$ cat src/rtl/mavg_pdet_pkg.sv
// Shared definitions for the moving-average / peak-detect pipeline:
// default widths, width helpers, window decode and detector history state.
package mavg_pdet_pkg;

  localparam int DATAWIDTH_DEF    = 16;
  localparam int MAX_WIN_LOG2_DEF = 4;
  localparam int IDXW_DEF         = 10;

  // How many filtered samples the detector has seen since it was last cleared.
  typedef enum logic [1:0] {
    HIST_0  = 2'd0,
    HIST_1  = 2'd1,
    HIST_2P = 2'd2
  } hist_e;

  function automatic int sum_width(input int data_w, input int max_win_log2);
    return data_w + max_win_log2;
  endfunction

  function automatic int param_width(input int max_win_log2);
    return (max_win_log2 > 1) ? $clog2(max_win_log2) : 1;
  endfunction

  // Window = 2^(param+1), clamped to the buffer depth; returns log2(window).
  function automatic int win_log2_sel(input int param, input int max_win_log2);
    return ((param + 1) > max_win_log2) ? max_win_log2 : (param + 1);
  endfunction

endpackage

$ cat src/rtl/mavg_pdet_pipe_if.sv
// Sample stream, configuration and result bundle of the filter-and-detect pipe.
interface mavg_pdet_pipe_if #(
  parameter int DATAWIDTH    = 16,
  parameter int MAX_WIN_LOG2 = 4,
  parameter int IDXW         = 10
);
  import mavg_pdet_pkg::*;

  localparam int PW = param_width(MAX_WIN_LOG2);

  logic                 start_act;
  logic                 movavg_en;
  logic                 vald_din;
  logic [DATAWIDTH-1:0] data_in;
  logic [PW-1:0]        movavgwin_param;
  logic                 pdet_en;
  logic [DATAWIDTH-1:0] peaktreshold_param;
  logic                 inverse_data_out;
  logic [IDXW-1:0]      active_columns_start;

  logic [DATAWIDTH-1:0] filt_data;
  logic                 filt_valid;
  logic [DATAWIDTH-1:0] peak_info;
  logic [IDXW-1:0]      peak_idx;
  logic                 peak_valid;

  modport master (
    output start_act, movavg_en, vald_din, data_in, movavgwin_param, pdet_en,
           peaktreshold_param, inverse_data_out, active_columns_start,
    input  filt_data, filt_valid, peak_info, peak_idx, peak_valid
  );

  modport slave (
    input  start_act, movavg_en, vald_din, data_in, movavgwin_param, pdet_en,
           peaktreshold_param, inverse_data_out, active_columns_start,
    output filt_data, filt_valid, peak_info, peak_idx, peak_valid
  );

endinterface

$ cat src/rtl/mavg_win_fltr.sv
// Power-of-two moving-average filter: circular sample buffer, running sum,
// saturating fill counter with warm-up suppression, and registered bypass.
module mavg_win_fltr
  import mavg_pdet_pkg::*;
#(
  parameter int DATAWIDTH    = DATAWIDTH_DEF,
  parameter int MAX_WIN_LOG2 = MAX_WIN_LOG2_DEF,
  parameter int PW           = param_width(MAX_WIN_LOG2_DEF)
) (
  input  logic                 clk,
  input  logic                 reset_n,
  input  logic                 start_act,
  input  logic                 movavg_en,
  input  logic                 vald_din,
  input  logic [DATAWIDTH-1:0] data_in,
  input  logic [PW-1:0]        movavgwin_param,
  output logic [DATAWIDTH-1:0] filt_data,
  output logic                 filt_valid
);

  localparam int DEPTH = 1 << MAX_WIN_LOG2;
  localparam int SW    = sum_width(DATAWIDTH, MAX_WIN_LOG2);
  localparam int LW    = $clog2(MAX_WIN_LOG2 + 1);
  localparam int FW    = MAX_WIN_LOG2 + 1;

  logic [DATAWIDTH-1:0]    sample_buf [DEPTH];
  logic [MAX_WIN_LOG2-1:0] wr_ptr;
  logic [MAX_WIN_LOG2-1:0] rd_ptr;
  logic [SW-1:0]           sum_q;
  logic [SW-1:0]           sum_next;
  logic [FW-1:0]           fill_q;
  logic [FW-1:0]           fill_next;
  logic [FW-1:0]           win_len;
  logic [LW-1:0]           win_log2;
  logic [DATAWIDTH-1:0]    old_sample;
  logic [DATAWIDTH-1:0]    avg;
  logic                    full;

  // NOTE: every signal driven in always_comb gets a value on every path,
  // otherwise synthesis infers a latch to hold the missing case.
  always_comb begin
    win_len    = FW'(1) << win_log2;
    full       = (fill_q == win_len);
    // Wraps modulo the buffer depth; at the largest window it reads the slot
    // about to be overwritten, which still holds x[n-W].
    rd_ptr     = wr_ptr - win_len[MAX_WIN_LOG2-1:0];
    old_sample = full ? sample_buf[rd_ptr] : '0;
    sum_next   = sum_q + SW'(data_in) - SW'(old_sample);
    fill_next  = full ? fill_q : fill_q + FW'(1);
    avg        = DATAWIDTH'(sum_next >> win_log2);
  end

  // NOTE: the sample buffer has no reset; entries are only read once the
  // fill counter proves they were written since the last start/reset.
  always_ff @(posedge clk) begin
    if (reset_n && !start_act && vald_din) begin
      sample_buf[wr_ptr] <= data_in;
    end
  end

  // NOTE: sequential state uses non-blocking assignments so every register
  // samples the pre-edge values regardless of statement order.
  always_ff @(posedge clk) begin
    if (!reset_n) begin
      wr_ptr     <= '0;
      sum_q      <= '0;
      fill_q     <= '0;
      win_log2   <= LW'(1);
      filt_data  <= '0;
      filt_valid <= 1'b0;
    end else if (start_act) begin
      // A sample arriving with start_act is discarded.
      wr_ptr     <= '0;
      sum_q      <= '0;
      fill_q     <= '0;
      win_log2   <= LW'(win_log2_sel(int'(movavgwin_param), MAX_WIN_LOG2));
      filt_valid <= 1'b0;
    end else begin
      filt_valid <= 1'b0;
      if (vald_din) begin
        wr_ptr <= wr_ptr + MAX_WIN_LOG2'(1);
        sum_q  <= sum_next;
        fill_q <= fill_next;
        if (!movavg_en) begin
          filt_data  <= data_in;
          filt_valid <= 1'b1;
        end else if (fill_next == win_len) begin
          filt_data  <= avg;
          filt_valid <= 1'b1;
        end
      end
    end
  end

endmodule

$ cat src/rtl/mavg_pdet_pipe.sv
// Filter-and-detect pipeline: moving-average filter followed by a three-point
// local max/min detector with threshold, column gating and peak index.
module mavg_pdet_pipe
  import mavg_pdet_pkg::*;
#(
  parameter int DATAWIDTH    = DATAWIDTH_DEF,
  parameter int MAX_WIN_LOG2 = MAX_WIN_LOG2_DEF,
  parameter int IDXW         = IDXW_DEF
) (
  input logic             clk,
  input logic             reset_n,
  mavg_pdet_pipe_if.slave bus
);

  localparam int PW = param_width(MAX_WIN_LOG2);

  logic [DATAWIDTH-1:0] filt_data;
  logic                 filt_valid;

  mavg_win_fltr #(
    .DATAWIDTH    (DATAWIDTH),
    .MAX_WIN_LOG2 (MAX_WIN_LOG2),
    .PW           (PW)
  ) u_fltr (
    .clk             (clk),
    .reset_n         (reset_n),
    .start_act       (bus.start_act),
    .movavg_en       (bus.movavg_en),
    .vald_din        (bus.vald_din),
    .data_in         (bus.data_in),
    .movavgwin_param (bus.movavgwin_param),
    .filt_data       (filt_data),
    .filt_valid      (filt_valid)
  );

  logic [DATAWIDTH-1:0] y1_q;
  logic [DATAWIDTH-1:0] y2_q;
  logic [IDXW-1:0]      idx_q;
  logic [IDXW-1:0]      idx1_q;
  hist_e                hist_q;
  logic [DATAWIDTH-1:0] v0;
  logic [DATAWIDTH-1:0] v1;
  logic [DATAWIDTH-1:0] v2;
  logic                 is_peak;
  logic                 peak_valid_q;
  logic [DATAWIDTH-1:0] peak_info_q;
  logic [IDXW-1:0]      peak_idx_q;

  // Compare values are taken from the raw history so a change of
  // inverse_data_out applies to the whole three-point window at once.
  always_comb begin
    v0      = bus.inverse_data_out ? ~filt_data : filt_data;
    v1      = bus.inverse_data_out ? ~y1_q      : y1_q;
    v2      = bus.inverse_data_out ? ~y2_q      : y2_q;
    is_peak = (hist_q == HIST_2P)
           && (v1 >  v2)
           && (v1 >= v0)
           && (v1 >= bus.peaktreshold_param)
           && (idx1_q >= bus.active_columns_start);
  end

  always_ff @(posedge clk) begin
    if (!reset_n) begin
      y1_q         <= '0;
      y2_q         <= '0;
      idx_q        <= '0;
      idx1_q       <= '0;
      hist_q       <= HIST_0;
      peak_valid_q <= 1'b0;
      peak_info_q  <= '0;
      peak_idx_q   <= '0;
    end else if (bus.start_act) begin
      idx_q        <= '0;
      hist_q       <= HIST_0;
      peak_valid_q <= 1'b0;
    end else begin
      peak_valid_q <= 1'b0;
      if (!bus.pdet_en) begin
        hist_q <= HIST_0;
      end
      if (filt_valid) begin
        y2_q   <= y1_q;
        y1_q   <= filt_data;
        idx1_q <= idx_q;
        if (idx_q != {IDXW{1'b1}}) begin
          idx_q <= idx_q + IDXW'(1);
        end
        if (bus.pdet_en) begin
          hist_q <= (hist_q == HIST_0) ? HIST_1 : HIST_2P;
          if (is_peak) begin
            peak_valid_q <= 1'b1;
            peak_info_q  <= y1_q;
            peak_idx_q   <= idx1_q;
          end
        end
      end
    end
  end

  assign bus.filt_data  = filt_data;
  assign bus.filt_valid = filt_valid;
  assign bus.peak_valid = peak_valid_q;
  assign bus.peak_info  = peak_info_q;
  assign bus.peak_idx   = peak_idx_q;

endmodule

$ cat src/flat_wrapper.sv
// flat-port wrapper written by rule: the top's interface ports become plain ports
module mavg_pdet_pipe_flat import mavg_pdet_pkg::*;
#(
  parameter int DATAWIDTH    = DATAWIDTH_DEF,
  parameter int MAX_WIN_LOG2 = MAX_WIN_LOG2_DEF,
  parameter int IDXW         = IDXW_DEF
)
  (clk, reset_n, bus_start_act, bus_movavg_en, bus_vald_din, bus_data_in, bus_movavgwin_param, bus_pdet_en, bus_peaktreshold_param, bus_inverse_data_out, bus_active_columns_start, bus_filt_data, bus_filt_valid, bus_peak_info, bus_peak_idx, bus_peak_valid);
  mavg_pdet_pipe_if #(.DATAWIDTH(DATAWIDTH), .MAX_WIN_LOG2(MAX_WIN_LOG2), .IDXW(IDXW)) bus_i ();
  input logic clk;
  input logic reset_n;
  input wire logic [$bits(bus_i.start_act)-1:0] bus_start_act;
  input wire logic [$bits(bus_i.movavg_en)-1:0] bus_movavg_en;
  input wire logic [$bits(bus_i.vald_din)-1:0] bus_vald_din;
  input wire logic [$bits(bus_i.data_in)-1:0] bus_data_in;
  input wire logic [$bits(bus_i.movavgwin_param)-1:0] bus_movavgwin_param;
  input wire logic [$bits(bus_i.pdet_en)-1:0] bus_pdet_en;
  input wire logic [$bits(bus_i.peaktreshold_param)-1:0] bus_peaktreshold_param;
  input wire logic [$bits(bus_i.inverse_data_out)-1:0] bus_inverse_data_out;
  input wire logic [$bits(bus_i.active_columns_start)-1:0] bus_active_columns_start;
  output wire logic [$bits(bus_i.filt_data)-1:0] bus_filt_data;
  output wire logic [$bits(bus_i.filt_valid)-1:0] bus_filt_valid;
  output wire logic [$bits(bus_i.peak_info)-1:0] bus_peak_info;
  output wire logic [$bits(bus_i.peak_idx)-1:0] bus_peak_idx;
  output wire logic [$bits(bus_i.peak_valid)-1:0] bus_peak_valid;
  assign bus_i.start_act = bus_start_act;
  assign bus_i.movavg_en = bus_movavg_en;
  assign bus_i.vald_din = bus_vald_din;
  assign bus_i.data_in = bus_data_in;
  assign bus_i.movavgwin_param = bus_movavgwin_param;
  assign bus_i.pdet_en = bus_pdet_en;
  assign bus_i.peaktreshold_param = bus_peaktreshold_param;
  assign bus_i.inverse_data_out = bus_inverse_data_out;
  assign bus_i.active_columns_start = bus_active_columns_start;
  assign bus_filt_data = bus_i.filt_data;
  assign bus_filt_valid = bus_i.filt_valid;
  assign bus_peak_info = bus_i.peak_info;
  assign bus_peak_idx = bus_i.peak_idx;
  assign bus_peak_valid = bus_i.peak_valid;
  mavg_pdet_pipe #(.DATAWIDTH(DATAWIDTH), .MAX_WIN_LOG2(MAX_WIN_LOG2), .IDXW(IDXW)) u_core (.clk(clk), .reset_n(reset_n), .bus(bus_i));
endmodule
$ cat config.mk
export PLATFORM = sky130hd
export DESIGN_NAME = mavg_pdet_pipe_flat
export DESIGN_NICKNAME = d
export VERILOG_FILES = /design/src/rtl/mavg_pdet_pkg.sv /design/src/rtl/mavg_pdet_pipe_if.sv /design/src/rtl/mavg_win_fltr.sv /design/src/rtl/mavg_pdet_pipe.sv /design/src/flat_wrapper.sv
export SDC_FILE = /design/constraint.sdc
export NUM_CORES = 1
export LEC_CHECK = 0
export BUFFER_PORTS_ARGS = -buffer_cell sky130_fd_sc_hd__buf_4
export CAP_MARGIN = 20
export CORE_MARGIN = 3
export CORE_UTILIZATION = 44
export CTS_BUF_LIST = sky130_fd_sc_hd__clkbuf_4
export DETAILED_ROUTE_END_ITERATION = 10
export GPL_ROUTABILITY_DRIVEN = 0
export GPL_TIMING_DRIVEN = 0
export PLACE_DENSITY = 0.61
export SLEW_MARGIN = 15
export SYNTH_ARGS = -nofsm -noshare
export SYNTH_HDL_FRONTEND = slang
export SYNTH_SLANG_ARGS = --single-unit
$ cat constraint.sdc
create_clock -name clk -period 16.05 [get_ports clk]
set_clock_uncertainty 0.2 [all_clocks]
set_input_delay 1.605 -clock clk [delete_from_list [all_inputs] [get_ports clk]]
set_output_delay 1.605 -clock clk [all_outputs]
set_load 0.005 [all_outputs]
==> results of run 1 <==
[power by group]
| group | switching, mW | leakage [nW] | total [mW] | internal [mW] |
|---|---|---|---|---|
| sequential | 0.0143 | 3.35 | 1.09 | 1.07 |
| combinational | 0.392 | 4.03 | 0.645 | 0.252 |
| clock | 0.411 | 0.734 | 0.823 | 0.412 |
| total | 0.818 | 8.12 | 2.55 | 1.74 |
[sequential cells by signal (all words and copies together), names as in the netlist, 2 cells and up]
name,count
u_core.bus.peak_idx,10
u_core.bus.peak_info,16
u_core.hist_q,2
u_core.idx1_q,10
u_core.idx_q,10
u_core.u_fltr.fill_q,5
u_core.u_fltr.filt_data,16
u_core.u_fltr.sample_buf,256
u_core.u_fltr.sum_q,20
u_core.u_fltr.win_log2,3
u_core.u_fltr.wr_ptr,4
u_core.y1_q,16
u_core.y2_q,16
[through the flow]
| stage | cell area, um^2 | util (%) | setup WS, ns |
|---|---|---|---|
| detailed placement | 20600 | 48.3 | 7.62 |
| global route | 21800 | 51.3 | 7.09 |
| CTS | 21800 | 51.3 | 7.65 |
| floorplan | 19200 | - | 9.82 |
| global placement | 20600 | 48.3 | 7.75 |
| finish | 21800 | 51.3 | 7.67 |
[synthesized netlist by cell type (44+ instances only)]
cell type | number | area share, %
ha_1 | 88 | 5.7
xnor2_1 | 51 | 2.3
edfxtp_1 | 256 | 40
dfxtp_1 | 130 | 14
nor2_1 | 79 | 1.5
nand2_1 | 154 | 3.0
o21ai_0 | 66 | 1.7
a21oi_1 | 93 | 2.4
inv_1 | 111 | 2.2
mux4_2 | 70 | 8.2
clkbuf_1 | 60 | 1.2
a211oi_1 | 44 | 1.7
[layer usage]
layer	routed length, um	global-route usage [%]
met5	17	0
met4	1250	7.21
met1	21300	28.1
met2	24500	36.1
met3	3150	5.03
[worst max-delay path: stages, from the launching register on]
cell,delay [ns]
dfxtp_1,0.31
buf_2,0.18
inv_2,0.20
nand2_1,0.14
nor2_1,0.37
inv_1,0.15
fa_1,0.53
clkbuf_1,0.50
clkbuf_1,0.58
clkbuf_1,0.69
mux4_2,0.34
mux2i_1,0.08
a211oi_1,0.70
fa_1,0.53
inv_1,0.06
ha_1,0.30
a21oi_1,0.21
nor2_1,0.09
o41ai_2,0.66
o21ai_0,0.18
nor3_1,0.29
xnor2_1,0.36
nor3_1,0.10
a211o_1,0.30
a31o_2,0.24
[final cells by class]
type / instances / area [um^2]
Sequential cell: 386 / 10300
Multi-Input combinational cell: 1010 / 8070
Inverter: 115 / 433
Antenna cell: 3 / 7.51
Fill cell: 3781 / 20700
Clock inverter: 38 / 181
Clock buffer: 142 / 1070
Timing Repair Buffer: 90 / 676
Tap cell: 577 / 722
Buffer: 88 / 358
[worst min path at each step]
stage                                                 to  slack (ns)  depth (start not counted)
CTS                        u_core.idx1_q[8]$_SDFFE_PN0P_        0.26                          2
floorplan                  u_core.idx1_q[5]$_SDFFE_PN0P_        0.25                          2
finish                     u_core.idx1_q[8]$_SDFFE_PN0P_        0.26                          2
detailed placement  u_core.bus.peak_info[9]$_SDFFE_PN0P_        0.26                          2
global route               u_core.idx1_q[8]$_SDFFE_PN0P_        0.28                          2
global placement     u_core.bus.peak_idx[1]$_SDFFE_PN0P_        0.25                          2
[kinds of logic (layout without fill, tap and decap cells)]
group | after synthesis | after routing
fa+ha+maj | 105 | 105
other cells | 0 | 3
buf+inv | 203 | 473
mux | 119 | 119
flops | 386 | 386
simple gates | 394 | 394
xor+xnor | 88 | 88
compound gates | 304 | 304
==> impl_metrics.toml, run 1 <==
[logic_synthesis]
seq_area_frac_synth_pct = 53.7
synth_ff_type = "edfxtp_1"
synth_top_family_by_area = "multiplexers"
synth-seq-cells = 386
syn_inst = 1599
yosysWarnings = 0
synth-edff-count = 256
synth_fa_ha_area_share_pct = 7.52
async_flop_share_pct = 0
synth_compound_area_share_pct = 10.2
synthXorXnorAreaFrac_pct = 4.02
ys_types = 64
netlist_area_um2 = 19200
synthMuxAreaShare_pct = 10.8
synth_fp_nets = 1755
yosys.area_share.simple_pct = 9.62
avgSynthCellArea_um2 = 12.0

[sta]
rsz0062_at_grt = "false"
hold_viol = 0
fin_crit_sh_pct = 52.2
max-slew-margin-rel_pct = 29.6
holdWs_ns = 0.260
period_needed_ns = 8.38
fin_setup_tns_ns = 0
finalMaxSlewViolations = 0
tightestPinTransition_ns = 1.03
fmax_mhz = 119
setup_viol = 0

[layout]
final_cell_mix = "edfxtp_1, nand2_1, clkbuf_4, dfxtp_1, inv_1"
nets = 1947
instances_no_fill = 2449
area_growth_pct = 13.8
drive_gt1_share_pct = 18.6
mostFrequentLayoutCell = "edfxtp_1"

[clock_network]
clock_sinks = 386
cts-resized-gates = 0
cts_hold_buf = 0
cts_tree = "yes"
cts_buffers = 100
clockRootBuffer = "clkbuf_4"
clock_latency_ns = 0.79
htreeDepth = 3
cts_setup_buffers = 0
path_clk_slew_ns = 0.07
clockBufferDepth = 3

[hold_path]
min-delay-start = "u_core.idx_q[8]$_SDFFE_PP0P_"
hold_class = "flop to flop"

[global_routing]
grt_pass1_vias = 13394
overflow = 0
grt_max_degree = 19
grt_pass1_wl_um = 77100
antenna_found_initial = 3
grt_use_total_pct = 21.7

[placement]
io_buffers = 90
detailed_place_hpwl_um = 35200
dp_cells = 2266

[detailed_routing]
drc_errors = 0
drt_iter0_markers = 1096
routed-via-count = 13424
dr.pass1.iters = 5
drt-total-wl_um = 50200
avgViaCountPerCell = 5.48
ant_nets = 0
wl_per_cell_um = 20.5

[critical_path]
cp.arrival_ns = 8.88
path_class = "flop to flop"
r2r_setup_slack_ns = 7.67
endpoint_kind = "flop"
regToRegStartpoint = "u_core.u_fltr.win_log2[1]$_SDFFE_PN0P_"
reg2reg_to = "u_core.u_fltr.filt_data[13]$_SDFFE_PN0P_"
crit_start = "u_core.u_fltr.win_log2[1]$_SDFFE_PN0P_"
worstPathMaxFanout = 10
required_ns = 16.55
endpoint = "u_core.u_fltr.filt_data[13]$_SDFFE_PN0P_"
crit_path_start_kind = "flop"
rr_worst_depth = 24

[pwr]
cellPowerDensity_nw_per_um2 = 117
p_leak_nw = 8.12
p_total_mw = 2.55
vdd_drop_max_v = 0.0000654

[die]
die_x_um = 215
rows = 75
pin_count = 95
die_y_um = 215
die_area_um2 = 46100
design.core.area_um2 = 42500
initial_core_util_pct = 45.1

[run]
timing.max_cap.violations = 0

[run_status]
status = "finished clean"
Power figures use the tool's default switching activity.
==> inputs of run 2 (changes only) <==
--- a/config.mk
+++ b/config.mk
@@ -13,7 +13,7 @@
 export DETAILED_ROUTE_END_ITERATION = 10
 export GPL_ROUTABILITY_DRIVEN = 0
 export GPL_TIMING_DRIVEN = 0
-export PLACE_DENSITY = 0.61
+export PLACE_DENSITY = 0.64
 export SLEW_MARGIN = 15
 export SYNTH_ARGS = -nofsm -noshare
 export SYNTH_HDL_FRONTEND = slang
==> constraint.sdc (replaced) <==
create_clock -name clk -period 7.58 [get_ports clk]
set_clock_uncertainty 0.2 [all_clocks]
set_input_delay 0.758 -clock clk [delete_from_list [all_inputs] [get_ports clk]]
set_output_delay 0.758 -clock clk [all_outputs]
set_load 0.005 [all_outputs]
==> impl_metrics.toml, run 2 (synthesis gave the netlist of run 1 again) <==
[run_status]
status = "finished clean"

[sta]
max-slew-margin-rel_pct = 16.6
hold_viol = 0
fin_crit_sh_pct = 95.7
tightestPinTransition_ns = 1.22
rsz0062_at_grt = "false"
setup_viol = 0
finalMaxSlewViolations = 0
fmax_mhz = 138
holdWs_ns = 0.0731
period_needed_ns = 7.26

[pwr]
p_leak_nw = 8.16
vdd_drop_max_v = 0.000223
cellPowerDensity_nw_per_um2 = 249
p_total_mw = 5.44

[layout]
largest_reg_flops = 256
top_register = "u_core.u_fltr.sample_buf"
drive_gt1_share_pct = 18.9
area_growth_pct = 14.1
final_area_um2 = 21900
final_cell_mix = "edfxtp_1, nand2_1, clkbuf_4, dfxtp_1, inv_1"
top_regs = "u_core.u_fltr.sample_buf x256, u_core.u_fltr.sum_q x20"
nets = 1944
mostFrequentLayoutCell = "edfxtp_1"

[clock_network]
clock_latency_ns = 0.81
clockRootBuffer = "clkbuf_4"
clockBufferDepth = 3
path_clk_slew_ns = 0.06
clock_sinks = 386
htreeDepth = 3
cts_tree = "yes"
cts_buffers = 97

[detailed_routing]
dr.pass1.iters = 5
wl_per_cell_um = 20.2
avgViaCountPerCell = 5.45
drt-total-wl_um = 49300
drt_iter0_markers = 948
ant_nets = 0
routed-via-count = 13317
drc_errors = 0

[die]
die_y_um = 215
pin_count = 95
design.core.area_um2 = 42500
die_x_um = 215
initial_core_util_pct = 45.1
rows = 75
die_area_um2 = 46100

[placement]
io_buffers = 90
detailed_place_hpwl_um = 34600
dpl_cell_area_um2 = 20600

[critical_path]
endpoint_kind = "flop"
path_class = "flop to flop"
required_ns = 8.04
worstPathMaxFanout = 10
crit_path_start_kind = "flop"
cp.arrival_ns = 7.72

[global_routing]
antenna_found_initial = 5
grt_max_degree = 19
overflow = 0
grt_use_total_pct = 21.2
grt_pass1_wl_um = 76100
grt_pass1_vias = 13432

[run]
timing.max_cap.violations = 0

[hold_path]
hold_class = "primary input to flop"
[run 2: changes by cell type in the layout (fill, tap and decap cells not counted), sizes merged]
cell / previous run / this run
buf: 118 / 117
bufinv: 0 / 3
clkbuf: 202 / 198
clkinv: 34 / 32
clkinvlp: 3 / 0
dlygate4sd3: 0 / 1
[run 2: layer usage]
metal,vias up,track usage [%],routed length (um)
met2,451,35.0,23500
met5,-,0,0
li1,6297,-,-
met3,90,4.52,3430
met1,6479,27.5,20800
met4,0,8.47,1550
[run 2: cell type report]
cell class	instances	area, um^2
antenna	3	7.51
buffer	87	364
clock buffer	138	1040
clock inverter	36	219
fill	3759	20600
inverter	115	433
multi-input combinational	1010	8110
sequential	386	10300
tap	577	722
timing repair buffer	91	686
[run 2: path summary, 6_finish.rpt]
kind,end,cells past startpoint,slack [ns],startpoint
setup / recovery,u_core.u_fltr.filt_data[13]$_SDFFE_PN0P_,24,0.32,u_core.u_fltr.win_log2[1]$_SDFFE_PN0P_
hold / removal,u_core.u_fltr.win_log2[0]$_SDFFE_PN1P_,4,0.07,bus_movavgwin_param[0]
setup reg to reg,u_core.u_fltr.filt_data[13]$_SDFFE_PN0P_,24,0.32,u_core.u_fltr.win_log2[1]$_SDFFE_PN0P_
hold reg to reg,u_core.bus.peak_info[14]$_SDFFE_PN0P_,2,0.27,u_core.bus.peak_info[14]$_SDFFE_PN0P_
[run 2: metrics by stage]
step | TNS [ns] | std cells | utilization, % | setup slack (ns)
2_1_floorplan | 0 | 1599 | - | 1.35
3_3_place_gp | -3.31 | 2266 | 48.3 | -0.577
3_5_place_dp | -4.06 | 2266 | 48.3 | -0.620
4_1_cts | 0 | 2441 | 51.4 | 0.0245
5_1_grt | 0 | 2443 | 51.4 | 0.00657
6_report | 0 | 2443 | 51.4 | 0.325
[run 2: critical path, cell delays in order, from the launching register on]
cell and delay (ns):
dfxtp_1 0.30, buf_2 0.17, inv_2 0.19, nand2_1 0.13
nor2_1 0.35, inv_1 0.16, fa_2 0.75, clkbuf_2 0.35
mux4_2 0.35, nor2b_1 0.15, a211oi_1 0.49, a211oi_1 0.22
fa_1 0.54, inv_1 0.04, ha_1 0.26, clkbuf_1 0.32
nand2_1 0.12, a21oi_1 0.19, o21ai_1 0.20, a211oi_1 0.32
nor3_1 0.13, xnor2_1 0.53, nor3_1 0.10, a211o_1 0.31
a31o_2 0.25
[run 2: report_power, final]
| part | total (mW) | switching, mW | internal (mW) |
|---|---|---|---|
| Combinational | 1.36 | 0.822 | 0.540 |
| Clock | 1.78 | 0.840 | 0.941 |
| Sequential | 2.30 | 0.0297 | 2.27 |
| Total | 5.44 | 1.69 | 3.75 |
[run 2: repair_timing]
action                                 4_1_cts  5_1_grt
endpoints found under the hold margin        1        0
setup endpoints to repair                   14       15
cloned                                       0        0
pin swaps                                    0        0
hold buffers                                 1        0
setup buffers                                0        0
gates resized for setup                      9        7
